--- config.mk ---
export PLATFORM = sky130hd
export DESIGN_NAME = vga_timing_gen
export DESIGN_NICKNAME = d
export VERILOG_FILES = /design/src/rtl/vga_timing_pkg.sv /design/src/rtl/vga_axis_counter.sv /design/src/rtl/vga_timing_gen.sv
export SDC_FILE = /design/constraint.sdc
export NUM_CORES = 1
export LEC_CHECK = 0
export CAP_MARGIN = 20
export CORE_MARGIN = 3
export CORE_UTILIZATION = 58
export DETAILED_ROUTE_END_ITERATION = 8
export PLACE_DENSITY_LB_ADDON = 0.2
export SYNTH_ARGS = -nofsm -noshare
export SYNTH_HDL_FRONTEND = slang
export SYNTH_SLANG_ARGS = --single-unit
--- constraint.sdc ---
create_clock -name clk -period 4 [get_ports clk]
set_input_delay 1.2 -clock clk [delete_from_list [all_inputs] [get_ports clk]]
set_output_delay 1.2 -clock clk [all_outputs]
set_load 0.1 [all_outputs]
--- src/rtl/vga_timing_pkg.sv ---
// vga_timing_pkg: default 640x480@60 timing, position type and derived-window helper
package vga_timing_pkg;

    localparam int DEF_H_ACTIVE = 640;
    localparam int DEF_H_FP     = 16;
    localparam int DEF_H_SYNC   = 96;
    localparam int DEF_H_BP     = 48;
    localparam int DEF_V_ACTIVE = 480;
    localparam int DEF_V_FP     = 10;
    localparam int DEF_V_SYNC   = 2;
    localparam int DEF_V_BP     = 33;

    typedef struct packed {
        logic [15:0] x;
        logic [15:0] y;
    } vga_pos_t;

    typedef struct packed {
        int unsigned total;
        int unsigned sync_start;
        int unsigned sync_end;
    } vga_axis_t;

    function automatic vga_axis_t axis_timing(int unsigned active, int unsigned fp,
                                              int unsigned sync, int unsigned bp);
        vga_axis_t t;
        t.total      = active + fp + sync + bp;
        t.sync_start = active + fp;
        t.sync_end   = active + fp + sync - 1;
        return t;
    endfunction

endpackage

--- src/rtl/vga_axis_counter.sv ---
// vga_axis_counter: wrapping position counter with synchronous clear priority over increment
module vga_axis_counter #(
    parameter int CW    = 10,
    parameter int TOTAL = 800
) (
    input  logic          clk,
    input  logic          rst_n,
    input  logic          inc,
    input  logic          clr,
    output logic [CW-1:0] cnt,
    output logic          wrap
);

    assign wrap = (cnt == CW'(TOTAL - 1));

    always_ff @(posedge clk or negedge rst_n) begin
        if (!rst_n)
            cnt <= '0;
        else if (clr)
            cnt <= '0;
        else if (inc)
            cnt <= wrap ? '0 : cnt + 1'b1;
    end

endmodule

--- src/rtl/vga_timing_gen.sv ---
// vga_timing_gen: parametrised VGA raster timing with registered, mutually aligned position/sync/flag outputs
module vga_timing_gen
    import vga_timing_pkg::*;
#(
    parameter int CW       = 10,
    parameter int H_ACTIVE = DEF_H_ACTIVE,
    parameter int H_FP     = DEF_H_FP,
    parameter int H_SYNC   = DEF_H_SYNC,
    parameter int H_BP     = DEF_H_BP,
    parameter int V_ACTIVE = DEF_V_ACTIVE,
    parameter int V_FP     = DEF_V_FP,
    parameter int V_SYNC   = DEF_V_SYNC,
    parameter int V_BP     = DEF_V_BP,
    parameter bit H_POL    = 1'b1,
    parameter bit V_POL    = 1'b1
) (
    input  logic          clk,
    input  logic          rst_n,
    input  logic          pix_en,
    input  logic          sync_clr,
    output logic          hsync,
    output logic          vsync,
    output logic          de,
    output logic          hblank,
    output logic          vblank,
    output logic [CW-1:0] x_out,
    output logic [CW-1:0] y_out,
    output logic          line_start,
    output logic          frame_start
);

    localparam vga_axis_t HT = axis_timing(H_ACTIVE, H_FP, H_SYNC, H_BP);
    localparam vga_axis_t VT = axis_timing(V_ACTIVE, V_FP, V_SYNC, V_BP);

    if (HT.total > 2**CW || VT.total > 2**CW || H_FP < 1 || H_SYNC < 1 || H_BP < 1 ||
        V_FP < 1 || V_SYNC < 1 || V_BP < 1) begin : g_bad_cfg
        $fatal(1, "vga_timing_gen: totals exceed counter range or a porch/sync width is zero");
    end

    logic [CW-1:0] h, v;
    logic          h_wrap, v_wrap_unused;
    logic          hs_on, vs_on, h_act, v_act;

    vga_axis_counter #(.CW(CW), .TOTAL(int'(HT.total))) u_hcnt (
        .clk(clk), .rst_n(rst_n), .inc(pix_en), .clr(sync_clr), .cnt(h), .wrap(h_wrap)
    );

    vga_axis_counter #(.CW(CW), .TOTAL(int'(VT.total))) u_vcnt (
        .clk(clk), .rst_n(rst_n), .inc(pix_en & h_wrap), .clr(sync_clr), .cnt(v),
        .wrap(v_wrap_unused)
    );

    always_comb begin
        hs_on = (h >= CW'(HT.sync_start)) && (h <= CW'(HT.sync_end));
        vs_on = (v >= CW'(VT.sync_start)) && (v <= CW'(VT.sync_end));
        h_act = h < CW'(H_ACTIVE);
        v_act = v < CW'(V_ACTIVE);
    end

    // sync_clr suppresses the load so the outputs keep showing the last presented pixel
    always_ff @(posedge clk or negedge rst_n) begin
        if (!rst_n) begin
            x_out       <= '0;
            y_out       <= '0;
            de          <= 1'b0;
            hblank      <= 1'b0;
            vblank      <= 1'b0;
            hsync       <= ~H_POL;
            vsync       <= ~V_POL;
            line_start  <= 1'b0;
            frame_start <= 1'b0;
        end else begin
            line_start  <= 1'b0;
            frame_start <= 1'b0;
            if (pix_en && !sync_clr) begin
                x_out       <= h;
                y_out       <= v;
                de          <= h_act && v_act;
                hblank      <= !h_act;
                vblank      <= !v_act;
                hsync       <= hs_on ? H_POL : ~H_POL;
                vsync       <= vs_on ? V_POL : ~V_POL;
                line_start  <= (h == '0);
                frame_start <= (h == '0) && (v == '0);
            end
        end
    end

endmodule

==> impl_metrics.toml <==
[clock_network]
cts_root_buf = "clkbuf_8"
numCtsBuffers = 5
clockBufferDepth = 2
postCtsSetupBuffers = 0
clock_latency_ns = 0.30
cts_resized = 0
hold_buffers = 0
cts_sinks = 47
h-tree-depth = 2
cts_tree = "done"
clk_pin_slew_ns = 0.08

[synth]
yosys_warnings = 0
synth_largest_area_cell = "dfrtp_1"
ys_seq_elements = 47
synth-seq-area-share = 0.5188
synth.area.top_cells = "dfrtp_1, nand2_1, o21ai_0"
synth_cell_types = 39
synth_nets = 256
avgSynthCellArea_sq_um = 9.179
synth_top_area_frac = 0.5188
synthCells = 247
syn_area_sq_mm = 0.002267

[worst_setup_path]
cpLargestDelayFamily = "buffers and inverters"
cp_num_buf_inv = 1
worstSetupStartpointType = "register"
critPathKind = "register to output port"
endpoint_kind = "output port"
worstPathRequired_ns = 2.80
cp_data_arrival_time_ns = 1.81
crit_fanout = 2
cp_cell_sequence = "clkdlybuf4s50_1"
cpPeakStageDelay_ns = 1.14
cp_slowest_cell = "clkdlybuf4s50_1"

[detailed_routing]
routed-via-count = 1812
routed_wl_microns = 4693
wl_per_cell_microns = 14.67
via_per_inst = 5.663
ant_nets = 0
wl_met3_microns = 276
wl_met1_microns = 2237
drt_iter0_drc = 109
highest_layer = "met4"
drc = 0
route.met2.wl_microns = 2123
dr.pass1.iters = 4

[job]
max-cap-violations = 0

[sta]
finalSetupTns_ns = 0
fmax_mhz = 332.2
drv_slew = 0
fin_crit_sh = 0.7525
finalCriticalPeriod_ns = 3.010
rsz0062_at_grt = "no"
skew_ns = 0.005652
worst_pin_slew_ns = 0.9831
holdWs_ns = 0.4753
finalSetupViolations = 0
fin_ws_ns = 0.9899
hold_viol = 0
relSlewSlack = 0.3425

[power_and_ir_drop]
leakage_nw = 1.207
power_mw = 1.014
p_per_area_mw_per_mm2 = 373.4
irDropWorstVdd_uv = 330.4

[grt]
overflow = 0
grt_pass1_vias = 1642
grt_antenna_before_repair = 0
grt_usage = 0.2246
grt_max_degree = 48
grt_pass1_wl_microns = 7762

[placed_design]
gp_congestion = 0.8769
io_buffers = 30
dp_slack_ns = 0.9402
dp_hpwl_microns = 3068

[floorplanning]
die_h_microns = 68.52
die_w_microns = 68.52
std_cell_rows = 22
start_util = 0.6101
num_io_pins = 31
core_area_sq_mm = 0.003716
die_area_sq_mm = 0.004695

[cells_and_area]
synthToLayoutAreaGrowth_pct = 19.81
nets = 280
antenna_cells = 0
postLayoutCoreUtil = 0.7310
final_layout_size_suffix_gt1_frac = 0.06250

[worst_hold_path]
hp-class = "register to register"

[outcome]
status = "finished, final reports clean"
power breakdown:
part / internal [mW] / switching (mW)
Sequential: 0.484 / 0.00786
Combinational: 0.0280 / 0.0897
Clock: 0.250 / 0.155
final timing paths:
kind                                    start  cells past startpoint  slack (ns)       endpoint
max in group asynchronous               rst_n                      2        2.87  u_hcnt.cnt[2]
worst min-delay path                       de                      2        0.48             de
worst max register to register  u_hcnt.cnt[0]                      5        1.91  u_vcnt.cnt[7]
min in group asynchronous               rst_n                      1        0.70       y_out[6]
worst min register to register             de                      2        0.48             de
worst max-delay path                 y_out[4]                      1        0.99       y_out[4]
final cells by class:
cell class                 instances  area [sq um]
sequential                        47          1176
fill                             289         999.7
multi-input combinational        175         983.4
timing repair buffer              33         330.3
clock buffer                       6         72.57
clock inverter                     2         60.06
tap                               48         60.06
inverter                           9         33.78
logic make-up (layout without fill, tap and decap cells):
family / after synthesis / after routing / share of synthesized area
flops: 47 / 47 / 0.5188
buf+inv: 25 / 50 / 0.04746
mux: 2 / 2 / 0.009382
compound gates: 49 / 49 / 0.1385
fa+ha+maj: 5 / 5 / 0.02759
xor+xnor: 2 / 2 / 0.007728
simple gates: 117 / 117 / 0.2506
worst reg2reg max path, stage by stage, from the launching register on:
cell	delay [ns]
dfrtp_1	0.43
ha_1	0.19
and3_1	0.35
a41oi_4	0.32
or4_1	0.59
a21oi_1	0.15
Yosys cell counts:
cell type  number
nand2_1        62
dfrtp_1        47
o21ai_0        22
a21oi_1        12
nand3_1        12
clkbuf_1       10
inv_1           9
nor2_1          7
and3_1          6
or3_1           6
buf_2           5
ha_1            5
a31oi_1         4
nand4_1         3
nor2b_1         3
or4_1           3
a41oi_1         2
and4_1          2
nand2b_1        2
nor4_1          2
nor4b_1         2
o31ai_1         2
or2_2           2
xor2_1          2
a311oi_1        1
a31oi_2         1
a32o_1          1
a41o_1          1
a41oi_4         1
and2_1          1
and2b_1         1
and4bb_2        1
buf_6           1
mux2_2          1
mux2i_1         1
nor3_1          1
o2111ai_1       1
o41ai_1         1
or4b_1          1
cell usage in the layout, fill, tap and decap left out, types with 4 or more instances in the layout:
| cell | synthesis | routed |
|---|---|---|
| nand2_1 | 62 | 62 |
| dfrtp_1 | 47 | 47 |
| clkdlybuf4s50_1 | 0 | 29 |
| o21ai_0 | 22 | 22 |
| nand3_1 | 12 | 12 |
| a21oi_1 | 12 | 12 |
| inv_1 | 9 | 9 |
| nor2_1 | 7 | 7 |
| and3_1 | 6 | 6 |
| or3_1 | 6 | 6 |
| ha_1 | 5 | 5 |
| clkbuf_8 | 0 | 5 |
| a31oi_1 | 4 | 4 |
routing by layer:
metal / track usage / vias up
met1: 0.3217 / 837
met3: 0.05511 / 6
li1: - / 906
met4: 0.06948 / 0
met2: 0.3361 / 63
met5: 0 / -
stage by stage:
| stage | instance area (sq um) | std cells |
|---|---|---|
| floorplan | 2267 | 247 |
| global placement | 2564 | 311 |
| CTS | 2696 | 319 |
| finish | 2716 | 320 |
| global route | 2716 | 320 |
| detailed placement | 2564 | 311 |
registers in the layout (all words and copies together), names as in the netlist, 10 cells and up:
signal      cells
u_hcnt.cnt     10
x_out          10
y_out          10
u_vcnt.cnt     10
(Power assumes the default switching activity.)
